### config.mk
export PLATFORM = sky130hd
export DESIGN_NAME = fetch_unit
export DESIGN_NICKNAME = d
export VERILOG_FILES = /design/src/rtl/fetch_unit.sv
export SDC_FILE = /design/constraint.sdc
export NUM_CORES = 1
export LEC_CHECK = 0
export ABC_AREA = 1
export CELL_PAD_IN_SITES_DETAIL_PLACEMENT = 1
export CELL_PAD_IN_SITES_GLOBAL_PLACEMENT = 1
export CORE_MARGIN = 4
export CORE_UTILIZATION = 45
export DETAILED_ROUTE_END_ITERATION = 8
export PLACE_DENSITY = 0.85
export SKIP_CTS_REPAIR_TIMING = 1
export SLEW_MARGIN = 10
export SYNTH_ARGS = -nofsm -noshare
export SYNTH_HDL_FRONTEND = slang
export SYNTH_SLANG_ARGS = --single-unit
### constraint.sdc
create_clock -name clk -period 3.6 [get_ports clk]
set_clock_uncertainty 0.1 [all_clocks]
set_input_delay 0.54 -clock clk [delete_from_list [all_inputs] [get_ports clk]]
set_output_delay 0.54 -clock clk [all_outputs]
set_load 0.03 [all_outputs]
### src/rtl/fetch_unit.sv
// Instruction fetch stage: owns the fetch PC, issues single-outstanding word
// reads to instruction memory, and queues returned words for decode.
module fetch_unit #(
  parameter int unsigned   DEPTH    = 4,
  parameter int unsigned   AW       = 16,
  parameter int unsigned   DW       = 16,
  parameter logic [AW-1:0] RESET_PC = '0
) (
  input  logic          clk,
  input  logic          reset,
  output logic          mem_req,
  output logic [AW-1:0] mem_addr,
  input  logic          mem_gnt,
  input  logic          mem_rvalid,
  input  logic [DW-1:0] mem_rdata,
  input  logic          redirect,
  input  logic [AW-1:0] redirect_pc,
  output logic [DW-1:0] instr,
  output logic [AW-1:0] instr_pc,
  output logic          instr_valid,
  input  logic          instr_ready
);

  localparam int unsigned PW = (DEPTH > 1) ? $clog2(DEPTH) : 1;
  localparam int unsigned CW = PW + 1;

  typedef enum logic [1:0] {S_IDLE, S_REQ, S_WAIT, S_DISCARD} state_t;

  typedef struct packed {
    logic [AW-1:0] pc;
    logic [DW-1:0] data;
  } entry_t;

  state_t                 state_q;
  logic [AW-1:0]          fetch_pc;
  logic [AW-1:0]          grant_pc;
  entry_t [DEPTH-1:0]     fifo_q;
  logic [PW-1:0]          wr_ptr, rd_ptr;
  logic [CW-1:0]          count_q, count_next;
  logic                   push, pop, has_room;

  assign instr_valid = (count_q != '0);
  assign pop         = instr_valid & instr_ready;
  // Data returning for a redirected read is never queued.
  assign push        = (state_q == S_WAIT) & mem_rvalid & ~redirect;
  assign count_next  = count_q + CW'(push) - CW'(pop);
  assign has_room    = (count_next < CW'(DEPTH));

  assign mem_req  = (state_q == S_REQ);
  assign mem_addr = fetch_pc;
  assign instr    = instr_valid ? fifo_q[rd_ptr].data : '0;
  assign instr_pc = instr_valid ? fifo_q[rd_ptr].pc   : '0;

  always_ff @(posedge clk or negedge reset) begin
    if (!reset) begin
      state_q  <= S_IDLE;
      fetch_pc <= RESET_PC;
      grant_pc <= RESET_PC;
      fifo_q   <= '0;
      wr_ptr   <= '0;
      rd_ptr   <= '0;
      count_q  <= '0;
    end else if (redirect) begin
      fetch_pc <= redirect_pc;
      wr_ptr   <= '0;
      rd_ptr   <= '0;
      count_q  <= '0;
      // A read already granted must still drain its response before refetch.
      case (state_q)
        S_WAIT, S_DISCARD: state_q <= mem_rvalid ? S_REQ : S_DISCARD;
        S_REQ:             state_q <= mem_gnt ? S_DISCARD : S_REQ;
        default:           state_q <= S_REQ;
      endcase
    end else begin
      if (push) begin
        fifo_q[wr_ptr] <= '{pc: grant_pc, data: mem_rdata};
        wr_ptr         <= wr_ptr + PW'(1);
      end
      if (pop) rd_ptr <= rd_ptr + PW'(1);
      count_q <= count_next;
      case (state_q)
        S_IDLE: if (has_room) state_q <= S_REQ;
        S_REQ: if (mem_gnt) begin
          grant_pc <= fetch_pc;
          fetch_pc <= fetch_pc + AW'(1);
          state_q  <= S_WAIT;
        end
        S_WAIT:    if (mem_rvalid) state_q <= has_room ? S_REQ : S_IDLE;
        S_DISCARD: if (mem_rvalid) state_q <= S_REQ;
        default:   state_q <= S_IDLE;
      endcase
    end
  end

endmodule

After elaboration in Yosys (flattened, before gate mapping)
Index checks and enable logic that the tools add are counted.
Word-level totals
  register bits: 169
  output and inout port bits: 50
  word-level logic and storage cells: 71
Operators by class
  equal/unequal tests: 7
  reductions and logical operators: 12
  bitwise gates (word level): 4
  order comparisons: 4
  add/sub/neg operators: 5
  muxes and demuxes: 25
Operator list (number)
  128-bit bitwise mux: 1
  16-bit 2-to-1 mux: 5
  32-bit binary-select mux with 2-bit select: 1
  32-bit demux with 2-bit select: 1
  32-bit 2-to-1 mux: 2
  2-bit 2-to-1 mux: 11
  16-bit by 1-bit adder with 16-bit output (second input constant): 1
  3-bit != test (second input constant): 3
  2-bit case mux with 4 select lines: 1
  2-bit nonzero test: 4
  2-bit by 3-bit less-than comparator with 1-bit output (second input constant): 2
  2-bit by 1-bit adder with 2-bit output (second input constant): 2
  2-bit == test (second input constant): 2
  2-bit case mux with 2 select lines: 1
  2-bit AND reduction: 2
  4-bit AND reduction: 1
  3-bit by 1-bit adder with 3-bit output: 1
  1-bit AND: 3
  3-bit less-than comparator (second input constant): 1
  3-bit 2-to-1 mux: 1
  3-bit by 1-bit != test with 1-bit output (second input constant): 1
  3-bit AND reduction: 1
  3-bit nonzero test: 1
  3-bit by 1-bit subtractor with 3-bit output: 1
  other kinds (7): 7

Longest topological paths before layout
Gate-level depths: netlist of run 1.
  word-level depth: 10
  depth in mapped cells: 15

Worst setup path before layout of run 1
OpenSTA, ideal clock, no wires.
  kind: input -> register
  start: input port redirect
  end: register state_q[0]
  data arrival time: 2.183 ns
  path slack: 1.197 ns
  required time: 3.380 ns
  path buffers: 1
  stages: 12
  path through: buf_2 > nor2_8 > inv_1 > ha_1 > inv_1 > ha_1 > inv_1 > fa_1 > nand3_1 > nand3_1 > o21ai_0 > inv_1
Between the ends
  longest elaborated chain between the ends: 9
  elaborated cells between the ends (all ways): 14
  those cells by class: add/sub (2); order compare (1); eq/ne (4); mux (4); bitwise (2); reduce/logical (1)
RTL lines
  start, declared: RTL line 16  | input logic redirect,
  1-bit NOT (no line)
  1-bit AND: RTL line 45  | assign push = (state_q == S_WAIT) & mem_rvalid & ~redirect;
  3-bit by 1-bit adder with 3-bit output: RTL line 46  | assign count_next = count_q + CW'(push) - CW'(pop);
  3-bit by 1-bit subtractor with 3-bit output: RTL line 46
  3-bit less-than comparator: RTL line 47  | assign has_room = (count_next < CW'(DEPTH));
  1-bit 2-to-1 mux: RTL line 88  | S_WAIT: if (mem_rvalid) state_q <= has_room ? S_REQ : S_IDLE;
  2-bit 2-to-1 mux: RTL line 88
  2-bit case mux with 4 select lines: RTL line 81  | case (state_q)
  2-bit 2-to-1 mux: RTL line 63  | end else if (redirect) begin
  end signal, assigned: RTL line 70  | S_WAIT, S_DISCARD: state_q <= mem_rvalid ? S_REQ : S_DISCARD;
  end signal, assigned: RTL line 71  | S_REQ: state_q <= mem_gnt ? S_DISCARD : S_REQ;
  end signal, assigned: RTL line 88
  end, declared: RTL line 34  | state_t state_q;
Several ways; a longest one is shown, not always the timed one. The select of a mux whose other input is x is not followed.
A chain may end at the register's enable or synchronous reset.

Worst setup path after layout of run 1
  start: register rd_ptr[0]
  end: output port instr_pc[12]
Between the ends
  longest elaborated chain between the ends: 3
RTL lines
  start, declared: RTL line 38  | logic [PW-1:0] wr_ptr, rd_ptr;
  start signal, assigned: RTL line 79  | if (pop) rd_ptr <= rd_ptr + PW'(1);
  32-bit binary-select mux with 2-bit select: RTL line 52  | assign instr_pc = instr_valid ? fifo_q[rd_ptr].pc : '0;
  32-bit 2-to-1 mux (not written as such): RTL line 52
  16-bit 2-to-1 mux: RTL line 52
  end, declared: RTL line 19  | output logic [AW-1:0] instr_pc,
No other way between the ends. The select of a mux whose other input is x is not followed.

==> flow_metrics.py, run 1 <==
metrics = {
    "drt": {
        "avgRoutedWirePerCell_um": 18.0,
        "antenna_left": 0,
        "drt_first_pass_iters": 5,
        "drt_first_iter_violations": 475,
        "viasPerCell": 5.43,
        "drt-total-wl_um": 22700,
        "route.detailed.drc": 0,
        "num_vias": 6856,
    },
    "die": {
        "die_x_um": 142,
        "fp.coreArea_sq_mm": 0.0175,
        "die_area_sq_mm": 0.0202,
        "initial_core_util_pct": 46.3,
        "io-pin-count": 88,
        "die_h_um": 142,
        "rows": 48,
    },
    "worst_setup_path": {
        "critPathRequiredTime_ns": 2.96,
        "endpoint_kind": "output pin",
        "path_class": "flip-flop to output pin",
        "crit_fanout": 65,
        "cp-start-kind": "flip-flop",
        "crit_top_cell": "nor2_1",
        "crit_slowest_cell": "buf_4",
        "critical_path_arrival_ns": 2.34,
        "slowest_delay_ns": 0.62,
        "cp_cell_sequence": "buf_4 > nor2_1 > nor2_1 > o21ai_0 > a21oi_1 > buf_12",
    },
    "yosys": {
        "ys_seq_area_share_pct": 52.3,
        "yosys.area.top_type": "dfrtp_1",
        "ys_ff_latch": 169,
        "ys_warn_count": 0,
        "async_reset_ff_share_pct": 100,
        "synth.area.top_cells": "dfrtp_1 52%, nand2_1 9.6%, nor2_1 7.2%",
        "synth_top_flop_cell": "dfrtp_1",
        "yosys-top-cells-count": "206 x nand2_1, 169 x dfrtp_1, 155 x nor2_1, 89 x o21ai_0, 86 x o21ai_1",
        "synthDominantCellAreaShare_pct": 52.3,
        "synth_nets": 1007,
        "synth_area_sq_mm": 0.00809,
        "synth_most_common_cell": "nand2_1",
        "synth_edf_count": 0,
        "synth_area_per_cell_sq_um": 8.42,
        "synth_cells": 961,
        "yosysUniqueCellTypes": 31,
    },
    "global_route": {
        "grt_pass1_vias": 7377,
        "grt_first_pass_wirelength_um": 37600,
        "gr-total-overflow": 0,
        "grt_util_all_layers_pct": 23.3,
        "antenna_found_initial": 0,
        "grt_max_degree": 85,
    },
    "timing": {
        "timing.fmax_mhz": 336,
        "min_period_over_period_pct": 82.7,
        "tns_ns": 0,
        "max_slew.worst_pin.slew_ns": 0.880,
        "fin_crit_ns": 2.98,
        "setup_viol": 0,
        "slew_headroom_pct": 41.3,
        "rsz0062_at_grt": "false",
        "whs_ns": 0.0711,
        "slew_viol_final": 0,
        "hold_viol": 0,
    },
    "pwr": {
        "powerDensity_mw_per_mm2": 748,
        "switchingPower_mw": 2.80,
        "p_int_mw": 4.34,
        "p_seq_share_pct": 34.8,
        "pwr-share-comb_pct": 37.9,
        "p_leak_nw": 4.46,
        "switching_share_pct": 39.2,
        "ir_worst_vdd_v": 0.000430,
        "pwr-share-clk_pct": 27.3,
    },
    "status": {
        "status": "finished, final reports clean",
    },
    "cts": {
        "clockRootBuffer": "clkbuf_16",
        "clkTransAtPathRegs_ns": 0.07,
        "numCtsBuffers": 17,
        "clk_path_buf_depth": 2,
        "cts.htree.levels": 4,
        "cts.sinks": 169,
        "cts_tree": "done",
        "insertion_delay_ns": 0.43,
    },
    "cells_and_area": {
        "diodes": 0,
        "fin_nets": 1071,
        "drive_gt1_share_pct": 12.6,
        "design_area_sq_mm": 0.00954,
        "postLayoutCoreUtil_pct": 54.6,
        "syn2layout_area_growth_pct": 17.9,
    },
    "worst_hold_path": {
        "hold_path.class": "input pin to async pin",
    },
    "placement": {
        "place_area_sq_mm": 0.00891,
        "port_buffers": 87,
        "dpl.hpwl_um": 13600,
        "gp_congestion": 0.801,
    },
    "job": {
        "cap_violations": 0,
    },
}
cell families (layout without fill, tap and decap cells):
logic type | after synthesis | count (layout) | synth area share (%)
AO/OA/AOI/OAI | 267 | 267 | 18.8
XOR/XNOR | 2 | 2 | 0.217
adder cells (fa/ha/maj) | 8 | 8 | 1.33
buffers and inverters | 122 | 199 | 8.03
flip-flops | 169 | 169 | 52.3
AND/OR/NAND/NOR | 393 | 393 | 19.4
flip-flops by register name (all words and copies together) (netlist names):
register	cells
count_q	3
grant_pc	16
mem_addr	16
state_q	2
rd_ptr	2
wr_ptr	2
fifo_q	128
layout by cell type, fill, tap and decap left out, types with 3 or more instances in the layout:
cell | synthesis | layout
o211ai_1 | 6 | 6
bufinv_16 | 0 | 4
ha_1 | 7 | 7
o21ai_2 | 42 | 42
clkdlybuf4s50_1 | 0 | 54
nor2_1 | 155 | 155
buf_12 | 0 | 4
clkinv_2 | 0 | 6
nand2_4 | 4 | 4
inv_1 | 64 | 64
nand4_1 | 3 | 3
clkbuf_16 | 0 | 17
nand3_1 | 19 | 19
buf_4 | 5 | 40
dfrtp_1 | 169 | 168
o21ai_0 | 89 | 89
a21oi_1 | 40 | 40
o21ai_1 | 86 | 86
nand2_1 | 206 | 206
o21bai_1 | 3 | 3
power groups by stage:
stage	clock (mW)	combinational [mW]	sequential, mW
after global routing	2.07	2.99	2.52
final	1.95	2.71	2.48
after CTS	1.98	2.74	2.48
after global placement	0	2.62	2.48
after floorplan	0	1.63	2.50
after detailed placement	0	2.69	2.50
routing by layer:
layer	global-route usage [%]	wire (um)	vias up
met5	0	0	-
met4	6.72	342	0
met3	3.63	738	32
met2	41.5	11800	126
met1	29.3	9860	3460
li1	-	-	3238
worst max-delay path: cells and delay by family, from the launching register on:
family / cells / cell delay, ns
flip-flops: 1 / 0.37
AND/OR/NAND/NOR: 2 / 0.26
AO/OA/AOI/OAI: 2 / 0.47
buffers and inverters: 2 / 0.79
layout make-up:
cell class	instances	area, sq um
Fill cell	2060	7940
Sequential cell	169	4230
Multi-Input combinational cell	670	3210
Timing Repair Buffer	99	932
Clock buffer	19	453
Tap cell	225	282
Inverter	68	255
Clock inverter	13	175
stage by stage:
step,worst slack (ns),instances,power (mW)
after detailed placement,0.633,1231,5.19
after global placement,0.694,1231,5.10
after global routing,0.441,1263,7.58
final,0.623,1263,7.13
after floorplan,1.20,961,4.14
after CTS,0.593,1263,7.20
path summary, 6_finish.rpt:
check | startpoint | end | slack, ns | cells past startpoint
setup / recovery | rd_ptr[0] | instr_pc[12] | 0.62 | 6
hold / removal | reset | fifo_q[68] | 0.07 | 1
setup reg to reg | state_q[0] | state_q[0] | 1.14 | 13
hold reg to reg | fifo_q[59] | fifo_q[59] | 0.38 | 2
max in group asynchronous | reset | mem_addr[9] | 2.34 | 2
min in group clk | fifo_q[59] | fifo_q[59] | 0.38 | 2
Note: power is estimated with default switching activity, not from simulation.
==> run 2: changes to the inputs <==
--- a/config.mk
+++ b/config.mk
@@ -9,9 +9,9 @@
 export CELL_PAD_IN_SITES_DETAIL_PLACEMENT = 1
 export CELL_PAD_IN_SITES_GLOBAL_PLACEMENT = 1
 export CORE_MARGIN = 4
-export CORE_UTILIZATION = 45
+export CORE_UTILIZATION = 43
 export DETAILED_ROUTE_END_ITERATION = 8
-export PLACE_DENSITY = 0.85
+export PLACE_DENSITY = 0.81
 export SKIP_CTS_REPAIR_TIMING = 1
 export SLEW_MARGIN = 10
 export SYNTH_ARGS = -nofsm -noshare
==> constraint.sdc (replaced) <==
create_clock -name clk -period 3.12 [get_ports clk]
set_clock_uncertainty 0.1 [all_clocks]
set_input_delay 0.468 -clock clk [delete_from_list [all_inputs] [get_ports clk]]
set_output_delay 0.468 -clock clk [all_outputs]
set_load 0.03 [all_outputs]
==> run 2 against run 1 <==
  * Cell area increased by 0.25%
  * Total power increased by 14%
  * Routed wire length decreased by 4.9%
  * Hold slack improved by 0.31 ns
  * Count of clock-buffer cells in the layout increased by 3
  * First-iteration DRC count decreased by 52%
  * Highest routed layer unchanged
  * Combinational power increased by 14%
  * Flip-flop and latch count unchanged
  * Register-to-register slack got worse by 0.58 ns
==> flow_metrics.py, run 2 (synthesis results as in run 1) <==
metrics = {
    "timing": {
        "min_period_over_period_pct": 93.6,
        "setup_slack_ns": 0.199,
        "tns_ns": 0,
        "timing.fmax_mhz": 342,
        "fin_crit_ns": 2.92,
        "slew_headroom_pct": 42.0,
        "setup_viol": 0,
        "max_slew.worst_pin.slew_ns": 0.870,
        "hold_viol": 0,
        "slew_viol_final": 0,
        "rsz0062_at_grt": "false",
    },
    "drt": {
        "num_vias": 6671,
        "antenna_left": 0,
        "avgRoutedWirePerCell_um": 17.0,
        "m1WireLength_um": 9770,
        "top_layer": "met4",
        "route.detailed.drc": 0,
        "drt_first_iter_violations": 226,
        "drt_first_pass_iters": 4,
        "drt-total-wl_um": 21600,
        "viasPerCell": 5.26,
        "routed-wl-met3_um": 747,
        "wl_met2_um": 10900,
    },
    "cts": {
        "clk_path_buf_depth": 2,
        "numCtsBuffers": 17,
        "insertion_delay_ns": 0.43,
        "clkTransAtPathRegs_ns": 0.07,
        "cts.sinks": 169,
        "cts_tree": "done",
        "clockRootBuffer": "clkbuf_16",
        "cts.htree.levels": 4,
    },
    "global_route": {
        "antenna_found_initial": 0,
        "gr-total-overflow": 0,
        "grt_util_all_layers_pct": 21.3,
        "grt_max_degree": 69,
        "grt_pass1_vias": 7171,
        "grt_first_pass_wirelength_um": 36800,
    },
    "pwr": {
        "p_int_mw": 4.96,
        "switchingPower_mw": 3.19,
        "switching_share_pct": 39.1,
        "p_seq_share_pct": 35.0,
        "pwr-share-comb_pct": 38.0,
        "p_leak_nw": 4.45,
        "powerDensity_mw_per_mm2": 852,
        "ir_worst_vdd_v": 0.000528,
        "pwr-share-clk_pct": 27.0,
    },
    "die": {
        "rows": 49,
        "io-pin-count": 88,
        "die_x_um": 145,
        "fp.coreArea_sq_mm": 0.0182,
        "die_h_um": 145,
        "initial_core_util_pct": 44.4,
        "die_area_sq_mm": 0.0211,
    },
    "cells_and_area": {
        "design_area_sq_mm": 0.00956,
        "drive_gt1_share_pct": 12.5,
        "regArea_sq_mm": 0.00423,
        "fin_nets": 1073,
        "largest_reg_flops": 128,
        "fillers": 2159,
        "final_cell_mix": "206 x nand2_1, 168 x dfrtp_1, 155 x nor2_1",
        "regMostFlops": "fifo_q",
        "final_common_cell": "nand2_1",
        "syn2layout_area_growth_pct": 18.2,
        "multi_input_area_sq_mm": 0.00321,
        "diodes": 0,
    },
    "worst_setup_path": {
        "rr_endpoint": "state_q[0]",
        "endpoint_kind": "output pin",
        "critical_path_arrival_ns": 2.35,
        "critPathRequiredTime_ns": 2.55,
        "cp-start-kind": "flip-flop",
        "crit_fanout": 65,
        "regToRegSetupSlack_ns": 0.56,
        "ff2ff_path_depth": 13,
        "worstReg2RegStart": "state_q[0]",
        "path_class": "flip-flop to output pin",
    },
    "worst_hold_path": {
        "min_from": "fifo_q[115]",
        "hold-path-endpoint": "fifo_q[115]",
        "hold_path.class": "flip-flop to flip-flop",
        "hold_depth": 2,
    },
    "placement": {
        "place_area_sq_mm": 0.00894,
        "dpl.hpwl_um": 13500,
        "gp_congestion": 0.811,
        "port_buffers": 87,
        "post-place-ws_ns": 0.124,
    },
    "status": {
        "status": "finished, final reports clean",
    },
    "job": {
        "cap_violations": 0,
    },
}
run 2: changes by cell type in the layout (fill, tap and decap cells not counted), sizes merged:
cell         before  now
clkinv           10    5
clkbuf           19   22
clkinvlp          1    4
buf              45   46
bufinv            4    3
dlygate4sd3       0    1
run 2: area by class of cell:
class	count	area share, %
clock buffer	22	4.96
clock inverter	10	1.49
inverter	68	2.67
multi-input combinational	670	33.6
sequential	169	44.2
tap	229	3.00
timing repair buffer	101	10.1
run 2: per-stage QoR:
| step | utilization (%) | std cells | hold slack, ns | power [mW] |
|---|---|---|---|---|
| 6_report | 52.5 | 1269 | 0.380 | 8.15 |
| 5_1_grt | 52.5 | 1269 | 0.398 | 8.65 |
| 4_1_cts | 52.5 | 1268 | -0.0386 | 8.23 |
| 3_5_place_dp | 49.1 | 1236 | 0.363 | 6.00 |
| 3_3_place_gp | 49.1 | 1236 | 0.359 | 5.89 |
| 2_1_floorplan | - | 961 | 0.0724 | 4.77 |
run 2: worst max path at each step:
stage,depth (start not counted),to,from,slack [ns]
after global routing,6,instr_pc[3],rd_ptr[1],0.07
final,6,instr_pc[8],rd_ptr[0],0.20
after CTS,6,instr_pc[3],rd_ptr[1],0.18
after floorplan,12,state_q[0],redirect,0.79
after global placement,13,state_q[0],mem_rvalid,0.29
after detailed placement,13,state_q[0],mem_rvalid,0.12
run 2: per-layer routing:
layer / up-vias / GRT usage [%]
li1: 3265 / -
met1: 3284 / 28.0
met2: 105 / 36.4
met3: 17 / 4.33
met4: 0 / 5.27
met5: - / 0
run 2: worst max-delay path, cell delays in order, from the launching register on:
cell and delay (ns):
dfrtp_2 0.37, buf_4 0.60, nor2_1 0.13, nor2_1 0.11, o21ai_0 0.11, a21oi_1 0.38, buf_12 0.18
run 2: power groups by stage:
stage                     clock (mW)  sequential (mW)  combinational (mW)
final                           2.20             2.85                3.10
after global placement             0             2.86                3.03
after floorplan                    0             2.89                1.89
after CTS                       2.24             2.85                3.14
after detailed placement           0             2.88                3.11
after global routing            2.34             2.90                3.41
==> variant 1 (settings of run 2) <==
Change the parameter `DW` from 16 to 14.
--- a/src/rtl/fetch_unit.sv
+++ b/src/rtl/fetch_unit.sv
@@ -5,3 +5,3 @@
   parameter int unsigned   AW       = 16,
-  parameter int unsigned   DW       = 16,
+  parameter int unsigned   DW       = 14,
   parameter logic [AW-1:0] RESET_PC = '0
Ports: changed (resized instr and mem_rdata); port bits go from 88 to 84. The function was not compared with the original's and may differ.
==> variant 1 against run 2 <==
  * The run now ends with negative hold slack left
  * Core utilization is 1.1 points lower
  * Wire length is 4.3% lower
  * Synthesized area is 1.2% lower
  * Total power is 5.9% lower
  * Worst setup slack better by 0.11 ns
  * Design area is 2.4% lower
  * Sequential cell count is 8 lower
==> variant 1: results (changes against run 2) <==
* # port buffers at 83 (-4.6%)
* Vias at 6,392 (-4.2%)
* Syn_nets at 962 (-4.5%)
* Sequential element share of the synthesized area at 50.4% (-1.9 points)
* FF-to-FF setup slack at 0.76 ns (+0.20 ns)
* Routed length per instance at 16.9 µm (-0.83%)
* Worst hold-check path type: in2async
* Total GRT Usage at 20.8% (-0.47 points)
* Failing checks: negative hold slack
* VDD IR max at 0.463 mV (-12%)
* Max reg flops at 120 (-6.3%)
* GP Congestion at 0.762 (-6.0%)
* Critical path arrival at 2.24 ns (-0.11 ns)
* Largest net degree at the start of global routing at 79 (+14%)
* Relative slew slack at 48.7% (+6.7 points)
* Synth cell count leaders: nand2_1, dfrtp_1, nor2_1
* HPWL Detailed at 13,200 µm (-2.2%)
* Pre-CTS WS at 0.333 ns (+0.209 ns)
* Status: complete, but fails checks
* Vias per Instance at 5.22 (-0.66%)
* Largest cells by area after synthesis: dfrtp_1, o21ai_2, nand2_1
* Final hold violation count at 13 (+13)
* Worst hold slack at -0.0331 ns (-0.413 ns)
* Final Net Count at 1,027 (-4.3%)
* Iteration-0 DRC Markers at 295 (+31%)
==> variant 1: cell count changes in the layout (fill, tap and decap cells not counted), moves of 6 or more <==
cell	before	now
o21ai_2	42	83
nand2_1	206	193
o21ai_1	86	50
inv_1	64	58
dfrtp_1	168	160
nor2_1	155	145
o21ai_0	89	73
==> variant 1: through the flow <==
step / power, µW / cell area (µm²)
finish: 7670 / 9340
global route: 8170 / 9340
CTS: 7730 / 9340
detailed placement: 5740 / 8780
global placement: 5640 / 8780
floorplan: 4630 / 7990
==> variant 1: cells by family (layout without fill, tap and decap cells) <==
kind of cell	Yosys count	count (layout)	share of synthesized area [%]
buffers and inverters	114	191	8.14
AOI/OAI and AO/OA	252	252	19.9
and+or+nand+nor	379	379	19.7
adders and majority gates	8	8	1.35
DFF	161	161	50.4
xor gates and xnor gates	4	4	0.439
==> variant 1: worst max-delay path, cell delays in order (launching register included) <==
cell,delay (ns)
dfrtp_2,0.36
buf_4,0.56
nor2_1,0.12
nor2_1,0.14
o21ai_0,0.11
a21oi_1,0.26
buf_4,0.22
==> variant 1: worst max path at each step <==
stage / start / endpoint / slack, ns / cells after the start
CTS: rd_ptr[0] / instr_pc[7] / 0.30 / 6
global route: rd_ptr[0] / instr_pc[15] / 0.19 / 5
detailed placement: mem_rvalid / state_q[0] / 0.33 / 13
finish: rd_ptr[0] / instr_pc[7] / 0.31 / 6
floorplan: redirect / state_q[0] / 0.81 / 12
global placement: mem_rvalid / state_q[0] / 0.42 / 13
==> variant 1: routing by layer <==
metal	vias up	wire [µm]	part of all wire (%)	track usage (%)
li1	3099	-	-	-
met1	3159	9950	48	28.6
met2	107	9780	47	34.0
met3	27	655	3.2	3.67
met4	0	309	1.5	6.19
met5	-	0	0	0
==> variant 1: area by class of cell <==
cell class | count | share of cell area, %
inverters | 61 | 2.45
repair buffers | 99 | 9.93
flip-flops and latches | 161 | 43.2
multi-input cells | 643 | 35.5
clock buffers | 26 | 5.67
well taps | 229 | 3.07
clock inverters | 5 | 0.268
==> variant 1: power groups by stage <==
| stage | Combinational, µW | Sequential [µW] | Clock [µW] |
|---|---|---|---|
| 3_3_place_gp | 2910 | 2730 | 0 |
| 2_1_floorplan | 1880 | 2750 | 0 |
| 3_5_place_dp | 3000 | 2740 | 0 |
| 5_1_grt | 3290 | 2760 | 2120 |
| 4_1_cts | 3030 | 2710 | 2000 |
| 6_report | 2980 | 2710 | 1970 |
==> variant 2 (config.mk and constraints of run 2) <==
Without the edit above. Re-encode `state_t` (4 states) as one-hot, 4 bits wide.
--- a/src/rtl/fetch_unit.sv
+++ b/src/rtl/fetch_unit.sv
@@ -26,3 +26,3 @@
 
-  typedef enum logic [1:0] {S_IDLE, S_REQ, S_WAIT, S_DISCARD} state_t;
+  typedef enum logic [3:0] {S_IDLE = 4'b0001, S_REQ = 4'b0010, S_WAIT = 4'b0100, S_DISCARD = 4'b1000} state_t;
 
Function: no difference found for any inputs over 4 cycles, from zero or initial values and one cycle with reset low; so few cycles prove little.
==> variant 2 against run 2 <==
  * Sequential cell count rose by 2
  * Design area rose by 4.1%
  * Total power fell by 5.8%
  * Critical path depth did not move
  * Worst setup slack improved by 0.049 ns
  * Wire length rose by 2.3%
  * Synthesized area rose by 3.7%
  * Largest cell class unchanged
==> variant 2: results (changes against run 2) <==
* Status: complete, no violations
* Detailed Routing Iterations Pass 1 at 4 (unchanged)
* Largest net degree at the start of global routing at 66 (-4.3%)
* VDD IR max at 0.383 mV (-28%)
* Max reg flops at 128 (unchanged)
* Vias in the first global route at 7,397 (+3.2%)
* Multi-input gate share of total cell area at 34.4% (+0.80 points)
* Iteration-0 DRC Markers at 339 (+50%)
* Worst-Margin Slew at 0.775 ns (-0.0949 ns)
* Synth cell count leaders: nand2_1, dfrtp_1, nor2_1
* #MultiIn Comb at 705 (+5.2%)
* Hold Path Origin: fifo_q[58]
* WHS Endpoint: fifo_q[58]
* Clock-pin slew on the worst setup and hold paths at 0.06 ns
* GP Congestion at 0.808 (-0.41%)
* Tmin final at 2.87 ns (-0.0493 ns)
* Critical Path Slowest Stage Cell: clkinv_1
* Area after DPL at 9420 µm² (+5.4%)
* CP endpoint: instr_pc[15]
* # clk buffers at 19 (-14%)
* Final wirelength at 22,100 µm (+2.3%)
* Worst hold slack at 0.378 ns (-0.00224 ns)
* Worst hold-check path type: reg2reg
* Critical path arrival at 2.30 ns (-0.05 ns)
* Pre-CTS WS at 0.239 ns (+0.115 ns)
* Max clock buf depth at 2 (unchanged)
* FF-to-FF path depth at 17 (+4)
* Inverter count at 76 (+12%)
* CP Max Fanout at 23 (-65%)
* Non-clk buf share at 11.2% (+1.2 points)
* Global-route wire length before repair at 37,300 µm (+1.6%)
* Reg2reg end: state_q[1]
* Vias per Instance at 5.16 (-1.9%)
* Sequential element share of the synthesized area at 51.0% (-1.3 points)
* R2R Path Start: state_q[1]
* Syn_nets at 1,055 (+4.8%)
* Seq cells at 171 (+1.2%)
* Critical path origin: rd_ptr[1]
* Leak at 0.00468 µW (+5.1%)
* Total GRT Usage at 21.0% (-0.30 points)
* Largest cells by area after synthesis: dfrtp_1, nand2_1, nor2_1
* Synth Flop Type: dfrtp_1
* Crit path largest cell delay at 0.43 ns (-0.17 ns)
* HPWL Detailed at 14,600 µm (+7.7%)
* Diodes inserted at 0 (unchanged)
* Share of post-route cells with drive strength above 1 at 13.8% (+1.3 points)
* Signal buffers at 110 (+8.9%)
* FF-to-FF setup slack at 0.49 ns (-0.07 ns)
* FILL cells at 2,302 (+6.6%)
* Seq area share at 43.0% (-1.2 points)
* Clock buf/inv share at 5.23% (-1.2 points)
* Distinct cells, synth at 34 (+9.7%)
[variant 2: kinds of logic after synthesis]
group | share of synthesized area, %
xor gates and xnor gates | 0.522
buffers and inverters | 8.20
DFF | 51.0
and+or+nand+nor | 20.9
AOI/OAI and AO/OA | 18.1
adders and majority gates | 1.28
[variant 2: per-layer routing]
layer / GRT usage [%] / part of all wire [%] / vias to the layer above
li1: - / - / 3401
met1: 27.5 / 46 / 3442
met2: 35.9 / 49 / 104
met3: 4.35 / 3.9 / 18
met4: 5.17 / 1.1 / 0
met5: 0 / 0 / -
[variant 2: stage by stage]
stage	instances	total power, µW	util (%)
floorplan	1009	4570	-
global placement	1321	5720	49.7
detailed placement	1321	5790	49.7
CTS	1349	7760	52.4
global route	1350	8200	52.5
finish	1350	7680	52.5
[variant 2: power breakdown]
part           total, µW  switching [µW]  internal, µW
Clock               1940             849          1090
Combinational       3010            1980          1030
Sequential          2720             203          2520
